**config.mk**
```make
export PLATFORM = sky130hd
export DESIGN_NAME = param_sync_fifo
export DESIGN_NICKNAME = d
export VERILOG_FILES = /design/src/rtl/fifo_pkg.sv /design/src/rtl/fifo_mem.sv /design/src/rtl/param_sync_fifo.sv
export SDC_FILE = /design/constraint.sdc
export NUM_CORES = 1
export LEC_CHECK = 0
export BUFFER_PORTS_ARGS = -buffer_cell sky130_fd_sc_hd__buf_2
export CORE_ASPECT_RATIO = 0.9
export CORE_UTILIZATION = 30
export CTS_CLUSTER_SIZE = 14
export DETAILED_ROUTE_END_ITERATION = 10
export GPL_ROUTABILITY_DRIVEN = 1
export GPL_TIMING_DRIVEN = 0
export SLEW_MARGIN = 5
export SYNTH_ARGS = -nofsm -noshare
export SYNTH_HDL_FRONTEND = slang
export SYNTH_SLANG_ARGS = --single-unit
```
**constraint.sdc**
```tcl
create_clock -name clk -period 3.7 [get_ports clk]
set_input_delay 0.74 -clock clk [delete_from_list [all_inputs] [get_ports clk]]
set_output_delay 0.74 -clock clk [all_outputs]
set_load 0.03 [all_outputs]
```
**src/rtl/fifo_pkg.sv**
```systemverilog
// Shared types and helpers for the parametrised sync FIFO.
// Holds default geometry and the width helper.
package fifo_pkg;

  localparam int DEF_DATA_W = 10;
  localparam int DEF_DEPTH  = 16;

  // Ceiling log2 used for pointer and occupancy widths.
  function automatic int clog2(input int v);
    int r;
    r = 0;
    for (int i = 0; i < 31; i++) begin
      if ((1 << i) < v) r = i + 1;
    end
    return r;
  endfunction

endpackage

```
**src/rtl/fifo_mem.sv**
```systemverilog
// DEPTH x DATA_W RAM, synchronous write, registered read port.
// FIFO_FWFT_EN switches the read port to combinational.
module fifo_mem
  import fifo_pkg::*;
#(
  parameter int DATA_W = DEF_DATA_W,
  parameter int DEPTH  = DEF_DEPTH,
  parameter int AW     = clog2(DEF_DEPTH)
) (
  input  logic              clk,
  input  logic              rst,
  input  logic              we,
  input  logic [AW-1:0]     waddr,
  input  logic [DATA_W-1:0] wdata,
  input  logic              re,
  input  logic [AW-1:0]     raddr,
  output logic [DATA_W-1:0] rdata
);

  logic [DATA_W-1:0] mem [DEPTH];

  // Storage write; contents survive reset.
  always_ff @(posedge clk) begin
    if (we) mem[waddr] <= wdata;
  end

`ifdef FIFO_FWFT_EN
  logic unused_ok;
  assign unused_ok = ^{rst, re};
  assign rdata = mem[raddr];
`else
  // Output register: loads on an accepted read, holds otherwise.
  always_ff @(posedge clk) begin
    if (rst)     rdata <= '0;
    else if (re) rdata <= mem[raddr];
  end
`endif

endmodule

```
**src/rtl/param_sync_fifo.sv**
```systemverilog
// Single-clock FIFO: pointers, occupancy, flags, sticky errors.
// FIFO_FWFT_EN selects first-word-fall-through output.
module param_sync_fifo
  import fifo_pkg::*;
#(
  parameter int DATA_W   = DEF_DATA_W,
  parameter int DEPTH    = DEF_DEPTH,
  parameter int AF_LEVEL = 14,
  parameter int AE_LEVEL = 2
) (
  input  logic                   clk,
  input  logic                   rst,
  input  logic [DATA_W-1:0]      in,
  input  logic                   wr_en,
  input  logic                   rd_en,
  output logic [DATA_W-1:0]      out,
  output logic                   out_valid,
  output logic                   full,
  output logic                   empty,
  output logic                   almost_full,
  output logic                   almost_empty,
  output logic [clog2(DEPTH):0]  count,
  output logic                   overflow,
  output logic                   underflow
);

  localparam int AW = clog2(DEPTH);
  localparam int CW = AW + 1;

  logic [AW-1:0] wptr;
  logic [AW-1:0] rptr;
  logic          wr_acc;
  logic          rd_acc;

  assign full         = (count == CW'(DEPTH));
  assign empty        = (count == '0);
  assign almost_full  = (count >= CW'(AF_LEVEL));
  assign almost_empty = (count <= CW'(AE_LEVEL));

  // A read frees a slot, so a full FIFO still takes a paired write.
  assign wr_acc = wr_en && (!full || rd_en);
  assign rd_acc = rd_en && !empty;

  // Pointer and occupancy bookkeeping.
  always_ff @(posedge clk) begin
    if (rst) begin
      wptr  <= '0;
      rptr  <= '0;
      count <= '0;
    end else begin
      if (wr_acc) wptr <= wptr + AW'(1);
      if (rd_acc) rptr <= rptr + AW'(1);
      case ({wr_acc, rd_acc})
        2'b10:   count <= count + CW'(1);
        2'b01:   count <= count - CW'(1);
        default: count <= count;
      endcase
    end
  end

  // Sticky error flags, cleared only by reset.
  always_ff @(posedge clk) begin
    if (rst) begin
      overflow  <= 1'b0;
      underflow <= 1'b0;
    end else begin
      if (wr_en && full && !rd_en) overflow  <= 1'b1;
      if (rd_en && empty)          underflow <= 1'b1;
    end
  end

`ifdef FIFO_FWFT_EN
  assign out_valid = !empty;
`else
  // Valid strobe trails an accepted read by one cycle.
  always_ff @(posedge clk) begin
    if (rst) out_valid <= 1'b0;
    else     out_valid <= rd_acc;
  end
`endif

  fifo_mem #(
    .DATA_W (DATA_W),
    .DEPTH  (DEPTH),
    .AW     (AW)
  ) u_mem (
    .clk   (clk),
    .rst   (rst),
    .we    (wr_acc),
    .waddr (wptr),
    .wdata (in),
    .re    (rd_acc),
    .raddr (rptr),
    .rdata (out)
  );

endmodule

```
* Word-level counts from Yosys, hierarchy flattened
Memory sizes are Yosys's and may differ from the RTL's. A register that Yosys moved wholly into a read port is not among the register bits. Cells that the tools add are included.
Cells by class: $add $sub $neg 4, magnitude comparators 2, equality and inequality tests 3, muxes and demuxes 3, reductions and logical operators 11
Operators with widths (count):
- 5-bit case mux with 2 select lines | 1
- 4-bit by 1-bit adder with 4-bit output, second input constant | 2
- 5-bit by 1-bit adder with 5-bit output, second input constant | 1
- 5-bit equality test, second input constant | 1
- 5-bit by 4-bit greater-or-equal comparator with 1-bit output, second input constant | 1
- 5-bit by 2-bit <= comparator with 1-bit output, second input constant | 1
- 1-bit logical AND | 5
- 5-bit zero test | 1
- 5-bit by 1-bit subtractor with 5-bit output, second input constant | 1
- 1-bit zero test | 3
- 2-bit by 1-bit equality test with 1-bit output, second input constant | 1
- 2-bit equality test, second input constant | 1
- 1-bit 2-to-1 mux | 2
- 2-bit nonzero test | 1
- 1-bit logical OR | 1
Word-level totals: register bits 16, RAM bits 160, input bits 14, output and inout port bits 22, word-level logic and storage cells 30, memories 1
Memories:
- u_mem.mem | depth 16, bits a word 10, rd ports 1, clocked after memory_dff 1, write ports 1, line fifo_mem.sv:20 | logic [DATA_W-1:0] mem [DEPTH];

* Depth between registers and ports, before layout
Gate-level depths: netlist of the first run.
depth in word-level cells 6, mapped depth 13, gate-level depth less buffers 11

* Modules after synthesis
From an unflattened synthesis of the first run, not the netlist that was laid out.
Second synthesis, totals: cells, all modules 477, area, all modules 7413.4 sq um
Modules (own cells, without submodules):
- fifo_mem | times used 1, cells an instance 387, area an instance 6596.3 sq um, seq. area each 5004.8 sq um
- param_sync_fifo | times used 1, cells an instance 90, area an instance 817.0 sq um, seq. area each 320.3 sq um

* Least setup slack after synthesis of the first run
OpenSTA, ideal clock, no wires.
path type flip-flop to flip-flop, start point reg count[2], end point reg count[4], setup time 0.123 ns, arrival time 2.984 ns, required time 3.577 ns, slack 0.593 ns, stages on the path, launching flop included 14, path buffers 3, period minus slack after synthesis 3.107 ns, cells stage by stage dfxtp_1 > buf_2 > nor4_4 > a21oi_2 > buf_2 > ha_1 > clkbuf_1 > xor2_1 > ha_1 > a21oi_1 > nand2b_1 > a21o_1 > a21oi_1 > mux2_1
On the way: elaborated cells on any way between the ends 13, classes of those cells 2 x add/sub; 3 x eq/ne; 1 x mux; 7 x reduce/logical
RTL lines:
- from (decl) | line param_sync_fifo.sv:22 | output logic [clog2(DEPTH):0] count,
- from (signal assigned) | line param_sync_fifo.sv:54 | 2'b10: count <= count + CW'(1);
- from (signal assigned) | line param_sync_fifo.sv:55 | 2'b01: count <= count - CW'(1);
- from (signal assigned) | line param_sync_fifo.sv:56 | default: count <= count;
- 5-bit zero test (*) | line param_sync_fifo.sv:36 | assign empty = (count == '0);
- 1-bit zero test (*) | line param_sync_fifo.sv:42 | assign rd_acc = rd_en && !empty;
- 1-bit logical AND (*) | line param_sync_fifo.sv:42
- via rd_acc | line param_sync_fifo.sv:33 | logic rd_acc;
- 2-bit by 1-bit equality test with 1-bit output or 2-bit equality test (tied branches) | line param_sync_fifo.sv:53 | case ({wr_acc, rd_acc})
- 5-bit case mux with 2 select lines or 2-bit nonzero test (tied branches)
Mark *: on every way through the listed nets, which the timed path passes. The rest lies on a longest branch. A chain may end at the register's enable or synchronous reset.

* Worst setup path in the final report of the first run
Same ends and word-level chain as after synthesis.

==> flow_metrics.py, run 1 <==
metrics = {
    "hold_path": {
        "hold_class": "register to register",
        "whs_path_depth": 2,
        "min-delay-start": "underflow",
        "min_to": "underflow",
    },
    "cells_and_area": {
        "n_antenna_cell": 0,
        "layout-drive-gt1-share_pct": 18.93,
        "fin_nets": 554,
        "syn_to_final_growth_pct": 15.53,
    },
    "clock_tree": {
        "cts_setup_buffers": 0,
        "cts-root-buf": "clkbuf_16",
        "clk_path_buf_depth": 2,
        "cts_buffers": 17,
        "cts_sinks": 186,
        "htree_levels": 4,
        "postCtsResizedCells": 0,
        "cts_tree": "yes",
        "clk_pin_slew_worst_paths_ns": 0.07,
        "postCtsHoldBufs": 0,
        "clkLatencyLatePin_ns": 0.43,
    },
    "status": {
        "status": "complete, no violations",
    },
    "logic_synthesis": {
        "synth_common_cells": "edfxtp_1, mux2i_1, o22ai_1, nor2_1, dfxtp_1",
        "synth_area_um2": 7451,
        "syn_nets": 498,
        "synth_top_cell_area_share_pct": 64.48,
        "synth_flop_cell": "edfxtp_1",
        "synth_cell_types": 42,
        "async_reset_ff_share_pct": 0,
        "yosysWarningCount": 0,
        "synth_area_leaders": "edfxtp_1, mux2i_1, dfxtp_1",
        "yosys_register_bits": 186,
        "ys_seq_area_share_pct": 71.47,
        "syn_area_per_cell_um2": 15.69,
        "synth.largest_area_cell": "edfxtp_1",
        "postSynthCellCount": 475,
        "synth-edff-count": 160,
        "yosysMostFrequentCell": "edfxtp_1",
    },
    "critical_path": {
        "rrSetupSlack_ns": 0.44,
        "crit_path_end_kind": "register",
        "rr_worst_depth": 13,
        "r2r-end": "count[4]",
        "crit_fanout": 11,
        "worstReg2RegStart": "count[2]",
        "worstPathArrival_ns": 3.57,
        "cp-start-kind": "register",
        "crit_type": "register to register",
        "critPathRequiredTime_ns": 4.02,
    },
    "pwr": {
        "power_frac_seq_pct": 44.3,
        "power_frac_comb_pct": 24.6,
        "internal_power_mw": 3.851,
        "switchingPower_mw": 1.738,
        "ir_drop_uv": 355.1,
        "p_per_area_nw_per_um2": 649.3,
        "p_sw_share_pct": 31.10,
        "p_leak_nw": 2.789,
        "clkPwrFrac_pct": 31.1,
    },
    "global_routing": {
        "grt_pass1_wl_mm": 25.09,
        "grt_overflow": 0,
        "grtUsageTotal_pct": 13.64,
        "grt_max_degree": 17,
        "grt_pass1_vias": 4148,
        "antenna_found_initial": 0,
    },
    "timing": {
        "hold_violations": 0,
        "final.setup_skew_ns": 0.01126,
        "finalCritPeriodShare_pct": 88.07,
        "setup-tns-final_ns": 0,
        "slew_violations": 0,
        "finalCriticalPeriod_ns": 3.258,
        "tightest_slew_ns": 1.061,
        "rsz0062_at_grt": "false",
        "fmax_mhz": 306.9,
        "slew_headroom_pct": 29.02,
        "setup_viol": 0,
        "fin_ws_ns": 0.4415,
        "hold_ws_ns": 0.4833,
    },
    "drt": {
        "detail_route.iter0.violations": 270,
        "vias": 4168,
        "wl_per_cell_um": 19.42,
        "drt_first_pass_iters": 5,
        "viasPerCell": 4.892,
        "drc": 0,
        "antenna_left": 0,
        "routed_wl_mm": 16.54,
    },
    "job": {
        "cap_violations": 0,
    },
    "die": {
        "start_util_pct": 30.63,
        "pin_count": 36,
        "design.core.area_um2": 24320,
        "die-area_um2": 25470,
        "die_x_um": 168.1,
        "die_h_um": 151.5,
        "rows": 54,
    },
    "placed_design": {
        "port_buffers": 35,
        "place_hpwl_mm": 11.14,
        "gp_congestion": 0.7908,
        "dpl_worst_slack_ns": 0.1882,
    },
}
-- layout by cell type, fill, tap and decap left out, types with 4 or more instances in the layout --
cell type,synthesis,layout
edfxtp_1,160,160
mux2i_1,82,82
buf_2,9,44
o22ai_1,42,42
nor2_1,39,39
dfxtp_1,26,26
clkbuf_16,0,17
nand2_1,12,12
nor4_1,11,11
a211oi_2,9,9
ha_1,9,9
buf_4,6,8
clkbuf_1,6,8
xor2_1,7,7
a21oi_1,7,7
nand2b_1,5,5
inv_1,4,4
nor3_2,0,4
clkinv_4,0,4
-- worst max-delay path: stages, from the launching register on --
cell and delay [ns]:
dfxtp_1 0.34, buf_2 0.22, nor4_4 0.09, a21oi_2 0.32, buf_2 0.36, ha_1 0.22
clkbuf_1 0.31, xor2_1 0.12, ha_1 0.20, a21oi_1 0.19, nand2b_1 0.09, a21o_1 0.18
a21oi_1 0.17, mux2_1 0.33
-- power groups by stage --
| stage | Combinational, mW | Sequential (mW) | Clock [mW] |
|---|---|---|---|
| finish | 1.37 | 2.48 | 1.74 |
| global route | 1.47 | 2.49 | 1.85 |
| CTS | 1.37 | 2.48 | 1.76 |
| detailed placement | 1.37 | 2.52 | 0 |
| floorplan | 0.831 | 2.66 | 0 |
| global placement | 1.32 | 2.51 | 0 |
-- metal layers --
metal,share of wire (%),vias up,global-route usage (%)
met5,0,-,0
met4,1.3,0,4.318
met3,5.0,16,3.117
met2,48,101,22.63
met1,46,2093,17.81
li1,-,1958,-
-- cell families (layout without fill, tap and decap cells) --
logic type / count (synthesis) / in the layout / share of synthesized area [%]
buffers and inverters: 32 / 101 / 2.283
adder cells (fa/ha/maj): 9 / 9 / 1.511
AND/OR/NAND/NOR: 88 / 88 / 5.861
AO/OA/AOI/OAI: 69 / 69 / 6.768
multiplexers: 83 / 83 / 11.17
flip-flops: 186 / 186 / 71.47
XOR/XNOR: 8 / 8 / 0.9404
-- flip-flops by register name (all words and copies together) (netlist names) --
name	flops
out_valid	1
underflow	1
u_mem.mem	160
count	5
wptr	4
overflow	1
rptr	4
u_mem.rdata	10
-- final cells by class --
cell class	count	area, um2
repair buffers	37	190.2
flip-flops and latches	186	5325
clock buffers	19	432.9
multi-input cells	257	1976
clock inverters	13	128.9
fillers	2319	15720
well taps	308	385.4
inverters	7	26.28
plain buffers	25	143.9
-- per-stage QoR --
step | total power [mW] | instances | util, % | area, um2
2_1_floorplan | 3.496 | 475 | - | 7451
3_3_place_gp | 3.840 | 818 | 32.94 | 8011
3_5_place_dp | 3.893 | 820 | 33.08 | 8046
4_1_cts | 5.612 | 852 | 35.39 | 8608
5_1_grt | 5.804 | 852 | 35.39 | 8608
6_report | 5.590 | 852 | 35.39 | 8608
-- worst max-delay path by stage --
stage | from | cells after the start | end | slack (ns)
finish | count[2] | 13 | count[4] | 0.44
global route | count[2] | 13 | count[4] | 0.14
CTS | count[2] | 13 | count[4] | 0.46
global placement | rd_en | 13 | count[4] | 0.26
detailed placement | rd_en | 13 | count[4] | 0.19
floorplan | count[2] | 13 | count[4] | 0.59
Note: power is estimated with default switching activity, not from simulation.
==> run 2, diff against run 1 <==
Settings changed: CORE_UTILIZATION 30 to 45.
==> flow_metrics.py, run 2 (synthesized netlist as in run 1, its figures left out) <==
metrics = {
    "cells_and_area": {
        "n_antenna_cell": 0,
        "layout-drive-gt1-share_pct": 18.97,
        "syn_to_final_growth_pct": 13.57,
        "fin_nets": 553,
        "stdcell_area_um2": 8462,
        "reg.largest.list": "u_mem.mem x160, u_mem.rdata x10, count x5",
        "fill_cells": 1362,
        "seq_area_um2": 5325,
        "regMostFlops": "u_mem.mem",
        "multi_input_area_um2": 1976,
        "largest_reg_flops": 160,
        "most-common-layout-cells": "edfxtp_1, mux2i_1, buf_2",
        "final_common_cell": "edfxtp_1",
    },
    "critical_path": {
        "r2r-end": "count[4]",
        "crit_path_end_kind": "register",
        "worstReg2RegStart": "count[2]",
        "critPathRequiredTime_ns": 4.02,
        "startpoint": "count[2]",
        "rrSetupSlack_ns": 0.27,
        "rr_worst_depth": 13,
        "cp-start-kind": "register",
        "worstPathArrival_ns": 3.74,
        "crit_type": "register to register",
        "crit_fanout": 11,
    },
    "placed_design": {
        "place_hpwl_mm": 10.96,
        "placed_cell_area_um2": 7913,
        "gp_congestion": 0.8263,
        "port_buffers": 35,
    },
    "clock_tree": {
        "postCtsResizedCells": 0,
        "postCtsHoldBufs": 0,
        "cts_tree": "yes",
        "cts_buffers": 17,
        "cts_setup_buffers": 0,
        "clkLatencyLatePin_ns": 0.43,
        "cts-root-buf": "clkbuf_16",
        "clk_pin_slew_worst_paths_ns": 0.07,
        "htree_levels": 4,
        "clk_path_buf_depth": 2,
        "cts_sinks": 186,
    },
    "drt": {
        "wl_per_cell_um": 21.72,
        "met2_length_mm": 7.542,
        "met1_length_mm": 7.638,
        "top_layer": "met4",
        "drt_first_pass_iters": 4,
        "viasPerCell": 5.557,
        "routed_wl_mm": 16.29,
        "drc": 0,
        "antenna_left": 0,
        "detail_route.iter0.violations": 289,
        "dr_wl_met3_um": 731,
        "vias": 4168,
    },
    "global_routing": {
        "grt_max_degree": 17,
        "grt_overflow": 0,
        "antenna_found_initial": 0,
        "grt_pass1_wl_mm": 24.35,
        "grtUsageTotal_pct": 21.04,
        "grt_pass1_vias": 3984,
    },
    "hold_path": {
        "min_to": "overflow",
        "min-delay-start": "overflow",
        "whs_path_depth": 2,
        "hold_class": "register to register",
    },
    "timing": {
        "finalCriticalPeriod_ns": 3.427,
        "hold_ws_ns": 0.4811,
        "setup_viol": 0,
        "fmax_mhz": 291.8,
        "setup-tns-final_ns": 0,
        "finalCritPeriodShare_pct": 92.63,
        "hold_violations": 0,
        "slew_headroom_pct": 32.77,
        "final.setup_skew_ns": 0.007944,
        "tightest_slew_ns": 1.005,
        "slew_violations": 0,
        "rsz0062_at_grt": "false",
    },
    "pwr": {
        "power_mw": 5.524,
        "internal_power_mw": 3.785,
        "power_frac_comb_pct": 24.7,
        "p_sw_share_pct": 31.47,
        "clkPwrFrac_pct": 30.4,
        "power_frac_seq_pct": 44.9,
        "switchingPower_mw": 1.738,
        "p_leak_nw": 2.778,
        "ir_drop_uv": 381.7,
        "p_per_area_nw_per_um2": 652.8,
    },
    "status": {
        "status": "complete, no violations",
    },
    "die": {
        "die_h_um": 124.1,
        "design.core.area_um2": 16190,
        "start_util_pct": 46.03,
        "rows": 44,
        "die_x_um": 137.6,
        "die-area_um2": 17080,
        "pin_count": 36,
    },
    "job": {
        "cap_violations": 0,
    },
}
[run 2: power by group through the flow]
stage / Sequential, mW / Clock (mW) / Combinational, mW
floorplan: 2.66 / 0 / 0.831
global route: 2.49 / 1.80 / 1.47
CTS: 2.48 / 1.71 / 1.37
global placement: 2.52 / 0 / 1.33
detailed placement: 2.52 / 0 / 1.37
finish: 2.48 / 1.68 / 1.37
[run 2: cell type report]
class | instances | area share, %
multi-input cells | 257 | 23.35
repair buffers | 36 | 2.159
clock buffers | 17 | 5.027
clock inverters | 15 | 1.464
inverters | 7 | 0.3105
well taps | 207 | 3.061
plain buffers | 25 | 1.700
flip-flops and latches | 186 | 62.93
[run 2: worst max path at each step]
stage,slack (ns),cells after the start,end
6_report,0.27,13,count[4]
5_1_grt,0.03,13,count[4]
4_1_cts,0.27,13,count[4]
3_5_place_dp,0.01,13,count[4]
3_3_place_gp,0.19,13,count[4]
2_1_floorplan,0.59,13,count[4]
[run 2: routing by layer]
layer  vias to the layer above  global-route usage, %
li1                       1952                      -
met1                      2097                  29.54
met2                        98                  31.60
met3                        21                  4.721
met4                         0                  8.654
met5                         -                      0
[run 2: per-stage QoR]
| step | setup WS (ns) | instances | util [%] |
|---|---|---|---|
| finish | 0.2728 | 750 | 52.28 |
| global route | 0.02794 | 750 | 52.28 |
| CTS | 0.2749 | 750 | 52.28 |
| detailed placement | 0.01283 | 718 | 48.89 |
| global placement | 0.1861 | 717 | 48.72 |
| floorplan | 0.5928 | 475 | - |
[run 2: worst max-delay path, cell delays in order, from the launching register on]
cell	delay [ns]
dfxtp_1	0.32
buf_2	0.22
nor4_4	0.09
a21oi_2	0.32
buf_2	0.36
ha_1	0.22
clkbuf_1	0.30
xor2_1	0.12
ha_1	0.21
a21oi_1	0.26
nand2b_1	0.12
a21o_1	0.20
a21oi_1	0.22
mux2_1	0.35
